[config.mk]
export PLATFORM = sky130hd
export DESIGN_NAME = hs_stage_arbiter_flat
export DESIGN_NICKNAME = d
export VERILOG_FILES = /design/src/rtl/hs_stage_arbiter_pkg.sv /design/src/rtl/hs_stage_arbiter_if.sv /design/src/rtl/hs_stage_arbiter_sync.sv /design/src/rtl/hs_stage_arbiter.sv /design/src/flat_wrapper.sv
export SDC_FILE = /design/constraint.sdc
export NUM_CORES = 1
export LEC_CHECK = 0
export BUFFER_PORTS_ARGS = -buffer_cell sky130_fd_sc_hd__buf_2
export CORE_MARGIN = 5
export CORE_UTILIZATION = 35
export DETAILED_ROUTE_END_ITERATION = 8
export GPL_ROUTABILITY_DRIVEN = 0
export GPL_TIMING_DRIVEN = 0
export PLACE_DENSITY_LB_ADDON = 0.25
export SYNTH_ARGS = -nofsm -noshare
export SYNTH_HDL_FRONTEND = slang
export SYNTH_SLANG_ARGS = --single-unit
[constraint.sdc]
create_clock -name clk -period 2.1 [get_ports clk]
set_clock_uncertainty 0.05 [all_clocks]
set_input_delay 0.42 -clock clk [delete_from_list [all_inputs] [get_ports clk]]
set_output_delay 0.42 -clock clk [all_outputs]
set_load 0.01 [all_outputs]
[src/rtl/hs_stage_arbiter_pkg.sv]
// Shared types and helpers for the handshake-stage arbiter.
package hs_arb_pkg;

  typedef enum logic [1:0] {
    IDLE,
    LOAD,
    SEND,
    RTZ
  } arb_state_t;

  localparam int unsigned MAX_N = 8;

  // First set bit of req at or above ptr, wrapping at n back to 0.
  function automatic logic [2:0] rr_first(input logic [MAX_N-1:0] req,
                                          input logic [2:0]       ptr,
                                          input int unsigned      n);
    logic [2:0] win;
    logic       found;
    win   = '0;
    found = 1'b0;
    for (int unsigned i = 0; i < MAX_N; i++) begin
      int unsigned idx;
      logic [2:0]  idx3;
      idx  = (32'(ptr) + i) % n;
      idx3 = idx[2:0];
      if ((i < n) && !found && req[idx3]) begin
        win   = idx3;
        found = 1'b1;
      end
    end
    return win;
  endfunction

endpackage

[src/rtl/hs_stage_arbiter_if.sv]
// Requester and stage-side handshake bundle of the arbiter.
interface hs_stage_arbiter_if #(
  parameter int unsigned N = 4,
  parameter int unsigned W = 3
);
  localparam int unsigned GW = $clog2(N);

  logic [N-1:0]   req_i;
  logic [N*W-1:0] data_i;
  logic [N-1:0]   ack_o;
  logic           stg_req;
  logic [W-1:0]   stg_data;
  logic           stg_ack;
  logic           busy;
  logic [GW-1:0]  grant_id;

  modport slave (
    input  req_i, data_i, stg_ack,
    output ack_o, stg_req, stg_data, busy, grant_id
  );

  modport master (
    output req_i, data_i, stg_ack,
    input  ack_o, stg_req, stg_data, busy, grant_id
  );
endinterface

[src/rtl/hs_stage_arbiter_sync.sv]
// Multi-flop synchroniser for a single asynchronous bit, reset to 0.
module hs_sync #(
  parameter int unsigned STAGES = 2
) (
  input  logic clk,
  input  logic rst_n,
  input  logic d,
  output logic q
);

  logic [STAGES-1:0] sr;

  always_ff @(posedge clk or negedge rst_n) begin
    if (!rst_n) sr <= '0;
    else        sr <= {sr[STAGES-2:0], d};
  end

  assign q = sr[STAGES-1];

endmodule

[src/rtl/hs_stage_arbiter.sv]
// Round-robin arbiter sharing one 4-phase bundled-data stage between N requesters.
// Define ARB_FIXED_PRIO_EN for fixed lowest-index-wins priority instead.
module hs_stage_arbiter
  import hs_arb_pkg::*;
#(
  parameter int unsigned N           = 4,
  parameter int unsigned W           = 3,
  parameter int unsigned SYNC_STAGES = 2
) (
  input logic               clk,
  input logic               rst_n,
  hs_stage_arbiter_if.slave bus
);

  localparam int unsigned GW = $clog2(N);

  arb_state_t     state, state_nxt;
  logic           ack_s;
  logic           any_req;
  logic           rtz_ok;
  logic [GW-1:0]  win;
  logic [2:0]     win3;
  logic [2:0]     ptr_ext;
  logic [MAX_N-1:0] req_pad;
  logic           do_grant, do_launch, do_ack, do_done;

  hs_sync #(.STAGES(SYNC_STAGES)) u_ack_sync (
    .clk   (clk),
    .rst_n (rst_n),
    .d     (bus.stg_ack),
    .q     (ack_s)
  );

`ifdef ARB_FIXED_PRIO_EN
  assign ptr_ext = '0;
`else
  logic [GW-1:0] ptr;

  always_comb begin
    ptr_ext         = '0;
    ptr_ext[GW-1:0] = ptr;
  end

  always_ff @(posedge clk or negedge rst_n) begin
    if (!rst_n)       ptr <= '0;
    else if (do_done) ptr <= (bus.grant_id == GW'(N-1)) ? '0 : bus.grant_id + 1'b1;
  end
`endif

  always_comb begin
    req_pad        = '0;
    req_pad[N-1:0] = bus.req_i & ~bus.ack_o;
    win3           = rr_first(req_pad, ptr_ext, N);
    win            = win3[GW-1:0];
    any_req        = |req_pad;
    rtz_ok         = !ack_s && !bus.req_i[bus.grant_id];
  end

  always_ff @(posedge clk or negedge rst_n) begin
    if (!rst_n) state <= IDLE;
    else        state <= state_nxt;
  end

  always_comb begin
    state_nxt = state;
    case (state)
      IDLE:    if (any_req) state_nxt = LOAD;
      LOAD:    state_nxt = SEND;
      SEND:    if (ack_s)   state_nxt = RTZ;
      RTZ:     if (rtz_ok)  state_nxt = IDLE;
      default: state_nxt = IDLE;
    endcase
  end

  always_comb begin
    bus.busy  = (state != IDLE);
    do_grant  = (state == IDLE) && any_req;
    do_launch = (state == LOAD);
    do_ack    = (state == SEND) && ack_s;
    do_done   = (state == RTZ) && rtz_ok;
  end

  // Handshake outputs are registered so the asynchronous stage never sees decode glitches.
  always_ff @(posedge clk or negedge rst_n) begin
    if (!rst_n) begin
      bus.stg_req  <= 1'b0;
      bus.stg_data <= '0;
      bus.ack_o    <= '0;
      bus.grant_id <= '0;
    end else begin
      if (do_grant) begin
        bus.grant_id <= win;
        bus.stg_data <= bus.data_i[W*32'(win) +: W];
      end
      if (do_launch) bus.stg_req <= 1'b1;
      if (do_ack) begin
        bus.stg_req <= 1'b0;
        bus.ack_o   <= {{(N-1){1'b0}}, 1'b1} << bus.grant_id;
      end
      if (do_done) bus.ack_o <= '0;
    end
  end

endmodule

[src/flat_wrapper.sv]
// flat-port wrapper written by rule: the top's interface ports become plain ports
module hs_stage_arbiter_flat import hs_arb_pkg::*;
#(
  parameter int unsigned N           = 4,
  parameter int unsigned W           = 3,
  parameter int unsigned SYNC_STAGES = 2
)
  (clk, rst_n, bus_req_i, bus_data_i, bus_stg_ack, bus_ack_o, bus_stg_req, bus_stg_data, bus_busy, bus_grant_id);
  hs_stage_arbiter_if #(.N(N), .W(W)) bus_i ();
  input logic clk;
  input logic rst_n;
  input wire logic [$bits(bus_i.req_i)-1:0] bus_req_i;
  input wire logic [$bits(bus_i.data_i)-1:0] bus_data_i;
  input wire logic [$bits(bus_i.stg_ack)-1:0] bus_stg_ack;
  output wire logic [$bits(bus_i.ack_o)-1:0] bus_ack_o;
  output wire logic [$bits(bus_i.stg_req)-1:0] bus_stg_req;
  output wire logic [$bits(bus_i.stg_data)-1:0] bus_stg_data;
  output wire logic [$bits(bus_i.busy)-1:0] bus_busy;
  output wire logic [$bits(bus_i.grant_id)-1:0] bus_grant_id;
  assign bus_i.req_i = bus_req_i;
  assign bus_i.data_i = bus_data_i;
  assign bus_i.stg_ack = bus_stg_ack;
  assign bus_ack_o = bus_i.ack_o;
  assign bus_stg_req = bus_i.stg_req;
  assign bus_stg_data = bus_i.stg_data;
  assign bus_busy = bus_i.busy;
  assign bus_grant_id = bus_i.grant_id;
  hs_stage_arbiter #(.N(N), .W(W), .SYNC_STAGES(SYNC_STAGES)) u_core (.clk(clk), .rst_n(rst_n), .bus(bus_i));
endmodule
After elaboration in Yosys (flattened, before gate mapping)
Cells that the tools add are included.
Widths: inputs -> output; s select.
{"block": "totals", "regBits": 16, "wordCells": 72}
{"block": "op_classes", "n_addsub": 4, "mul": 1, "magnitude_cmp": 5, "eq_ne": 7, "shift": 2, "muxes": 26, "bitwise": 2, "n_reduce_logical": 18}
{"op": "$lt 2x4->1 const B", "count": 4}
{"op": "$mux 2", "count": 8}
{"op": "$shiftx 12x5->3", "count": 1}
{"op": "$bmux 1 s2", "count": 5}
{"op": "$mux 1", "count": 10}
{"op": "$mux 4", "count": 2}
{"op": "$pmux 2 s4", "count": 1}
{"op": "$logic_and 1x1->1", "count": 7}
{"op": "$eq 2x2->1 const B", "count": 3}
{"op": "$reduce_bool 2->1", "count": 3}
{"op": "$logic_not 1->1", "count": 5}
{"op": "$add 2x1->2 const B", "count": 2}
{"op": "$add 2x2->2 const B", "count": 2}
{"op": "$and 4x4->4", "count": 1}
{"op": "$mul 2x2->4 const A", "count": 1}
{"op": "$ne 2x1->1 const B", "count": 2}
{"op": "$not 4->4", "count": 1}
{"op": "$reduce_or 4->1", "count": 1}
{"op": "$shl 1x2->4 const A", "count": 1}
{"op": "$lt 2x3->1 const B", "count": 1}
{"op": "$reduce_and 3->1", "count": 1}
{"op": "$eq 2x1->1 const B", "count": 1}
{"op": "$logic_not 2->1", "count": 1}
{"op": "$ne 2x2->1 const B", "count": 1}

Logic depth before layout (Yosys ltp)
{"block": "depth", "word_depth": 16, "ltp_mapped": 6}

Hierarchy
A second synthesis with hierarchy kept.
{"block": "hier_totals", "hier_cells": 82, "hier_area_um2": 952.2}
{"mod": "hs_stage_arbiter", "instances": 1, "cells_each": 80, "area_each_um2": 902.1, "seq_area_each_um2": 350.3}
{"mod": "hs_sync", "instances": 1, "cells_each": 2, "area_each_um2": 50.0, "seq_area_each_um2": 50.0}

Least setup slack after synthesis
Ideal clock, no wire load.
{"block": "synth_path", "kind": "register to register", "from": "register u_core.bus.grant_id[0]", "to": "register u_core.state[1]", "setup_time_ps": 128, "arrival_ps": 1693, "t_required_ps": 1922, "slack_ps": 230, "path_stages_with_launch": 6, "path_buffers": 0, "period_less_slack_ps": 1870, "cell_sequence": "dfrtp_1 > mux4_2 > nor2_2 > nor2b_1 > a221oi_2 > mux2_1"}
{"block": "synth_between", "elab_chain_cells": 6}
{"element": "start, declared", "line": "hs_stage_arbiter_if.sv:19", "text": "output ack_o, stg_req, stg_data, busy, grant_id"}
{"element": "start signal, assigned", "line": "hs_stage_arbiter.sv:92", "text": "bus.grant_id <= win;"}
{"element": "$bmux 1 s2", "line": "hs_stage_arbiter.sv:56", "text": "rtz_ok = !ack_s && !bus.req_i[bus.grant_id];"}
{"element": "$mux 1 (implied by the code)", "line": "hs_stage_arbiter.sv:56"}
{"element": "$logic_not 1->1", "line": "hs_stage_arbiter.sv:56"}
{"element": "$logic_and 1x1->1", "line": "hs_stage_arbiter.sv:56"}
{"element": "$ne 2x1->1 (no source line)"}
{"element": "$reduce_and 3->1 (no source line)"}
{"element": "end signal, assigned", "line": "hs_stage_arbiter.sv:61", "text": "else state <= state_nxt;"}
{"element": "end, declared", "line": "hs_stage_arbiter.sv:17", "text": "arb_state_t state, state_nxt;"}
No other way between the ends. The select of a mux whose other input is x is not followed.
A chain may end at the register's enable or synchronous reset.

Worst setup path in the final report
Same ends and word-level chain as after synthesis.

==> out/metrics.cfg <==
[clock_network]
clk_pin_slew_ns = 0.09
htreeDepth = 1
cts_tree = yes
clockBufferDepth = 2
clkLatencyLatePin_ns = 0.28
cts.sinks = 16
cts_buffers = 3
cts_root_buf = clkbuf_4

[die]
design.core.area_um2 = 2690
die_h_um = 62.3
fp.dieW_um = 62.3
floorplan.io_pins = 30
row_count = 19
dieArea_um2 = 3880
initial_core_util_pct = 35.6

[synth]
synthFlopType = dfrtp_1
synthTopCellsByArea = dfrtp_1 (42%), ha_1 (10%), mux2i_1 (6.3%)
yosys.area.top_type_share_pct = 41.9
avgSynthCellArea_um2 = 10.3
synth_nets = 120
syn-instance-count = 93
ys_types = 28
yosysMostFrequentCell = dfrtp_1
seq_area_frac_synth_pct = 41.9
async_reset_ff_share_pct = 100
yosysTopAreaCell = dfrtp_1
netlist_area_um2 = 956
ys_ff_latch = 16
ys_warn_count = 0
yosys-top-cells-count = dfrtp_1 (16), nand2_1 (13), ha_1 (8), inv_1 (8), mux2i_1 (6)
synth_edf_count = 0

[worst_setup_path]
path_class = register to register
start_kind = register
crit_required_ns = 2.22
cp_max_fo = 7
critical_path.cell_chain = mux4_2 -> nor2_2 -> nor2b_1 -> a221oi_2 -> mux2_1
cp_slowest_stage_delay_ns = 0.55
slowest_stage = mux4_2
end_kind = register
crit_arrival_ns = 2.04

[layout]
layoutNonFillerInstCount = 157
n_antenna_cell = 0
fill_cells = 274
drive_above_1_share_pct = 32.5
syn_to_final_growth_pct = 22.8
finish.instance_area_um2 = 1170
fin_nets = 155

[sta]
fin_crit_sh_pct = 91.6
report.final.setup_viol = 0
fin_ws_ns = 0.177
max_freq_mhz = 520
layout_min_cycle_time_ns = 1.92
slew_violations = 0
worst_slew_pin_slew_ns = 0.450
maxSlewHeadroom_pct = 70.0
hold_violations = 0
finalSetupTns_ns = 0
rsz0062_at_grt = no

[grt]
grt_pass1_wl_um = 3770
busiest_layer = met2
antenna_found_initial = 0
grt_pass1_vias = 810
grt_max_degree = 17
grt_use_total_pct = 11.7
met3_usage_pct = 3.42
grt_use_met2_pct = 20.1
grt_use_met1_pct = 14.6
grt.overflow.total = 0

[power]
ir_drop_mv = 0.335
leakage_nw = 0.623
pwr_density_cell_nw_per_um2 = 427

[detailed_routing]
wl_per_cell_um = 13.9
ant_nets = 0
drcViolationCount = 0
via_per_inst = 5.03
drtPass1Iterations = 4
wl_um = 2190
drt_iter0_drc = 22
vias = 789

[placement]
portBuffers = 29
dpl_worst_slack_ns = 0.0799
hpwlAfterDp_um = 1800
dp.cells = 153
placed_area_um2 = 1140

[worst_hold_path]
hold_path.class = primary input to register

[outcome]
status = completed

[flow_run]
drv_cap = 0

[metrics by stage]
stage | power [W] | utilization, % | hold slack [ns]
after floorplan | 0.000324 | - | 0.0744
after global placement | 0.000348 | 42.4 | 0.281
after detailed placement | 0.000349 | 42.4 | 0.292
after CTS | 0.000513 | 43.6 | 0.175
after global routing | 0.000529 | 43.7 | 0.184
final | 0.000501 | 43.7 | 0.189
[registers in the layout, summed over array words and instances (netlist names)]
signal                flops
u_core.bus.ack_o          4
u_core.bus.stg_data       3
u_core.bus.grant_id       2
u_core.ptr                2
u_core.state              2
u_core.u_ack_sync.sr      2
u_core.bus.stg_req        1
[where the power goes]
group,internal [W],leakage (nW),switching (W)
registers,0.000310,0.186,0.00000226
clock network,0.0000665,0.0138,0.0000906
logic,0.0000172,0.423,0.0000145
total,0.000393,0.623,0.000107
[cell type report]
type	count	area, µm²	area share, %
clock buffer	3	22.5	1.92
inverter	8	30.0	2.56
timing repair buffer	30	155	13.2
multi-input combinational	68	520	44.3
sequential	16	402	34.2
buffer	1	5.00	0.426
tap	31	38.8	3.30
[worst max-delay path: cells and delay by family, from the launching register on]
kind / cells / cell delay, ns
AO/OA/AOI/OAI: 1 / 0.23
AND/OR/NAND/NOR: 2 / 0.18
multiplexers: 2 / 0.90
flip-flops: 1 / 0.45
[logic make-up (layout without fill, tap and decap cells)]
logic type | after synthesis | in the layout | synth area share [%]
DFF | 16 | 16 | 41.9
adders and majority gates | 8 | 8 | 10.5
and+or+nand+nor | 33 | 33 | 18.7
buffers and inverters | 9 | 42 | 3.66
AOI/OAI and AO/OA | 19 | 19 | 15.4
muxes | 8 | 8 | 9.82
[repair_timing]
action / CTS / global route
setup buffers: 0 / 0
gates resized for setup: 0 / 1
hold endpoints to repair: 16 / 0
hold buffers: 1 / 0
setup endpoints to repair: 0 / 1
[final timing paths]
check                                              startpoint                                  to  slack (ns)  depth (start not counted)
hold / removal                                    bus_stg_ack   u_core.u_ack_sync.sr[0]$_DFF_PN0_        0.19                          1
setup / recovery           u_core.bus.grant_id[0]$_DFFE_PN0P_         u_core.state[1]$_DFFE_PN0P_        0.18                          5
hold reg to reg             u_core.u_ack_sync.sr[0]$_DFF_PN0_   u_core.u_ack_sync.sr[1]$_DFF_PN0_        0.31                          0
setup reg to reg           u_core.bus.grant_id[0]$_DFFE_PN0P_         u_core.state[1]$_DFFE_PN0P_        0.18                          5
min in group asynchronous                               rst_n      u_core.bus.stg_req$_DFFE_PN0P_        0.52                          2
max in group asynchronous                               rst_n  u_core.bus.grant_id[0]$_DFFE_PN0P_        1.20                          2
[layout by cell type (no fill, tap or decap), drive strengths merged]
master       count
buf             30
inv              8
or2              2
o221ai           3
o21ai            4
dlygate4sd3      1
and2             1
nor3b            1
dfrtp           16
mux2             1
mux4             1
nand2b           4
ha               8
o22ai            1
a211oi           1
clkbuf           3
o21a             1
a221oi           2
nand2           13
nor2             2
and2b            4
o32a             1
nor4             1
nor2b            1
nand3            4
o311ai           1
a21oi            5
mux2i            6
[layer usage]
layer	wire, µm	vias up	share of wire (%)
li1	-	392	-
met1	907	372	41
met2	1120	23	51
met3	157	2	7.2
met4	7	0	0.32
met5	0	-	0
No activity file was read; power rests on OpenSTA's default activity.
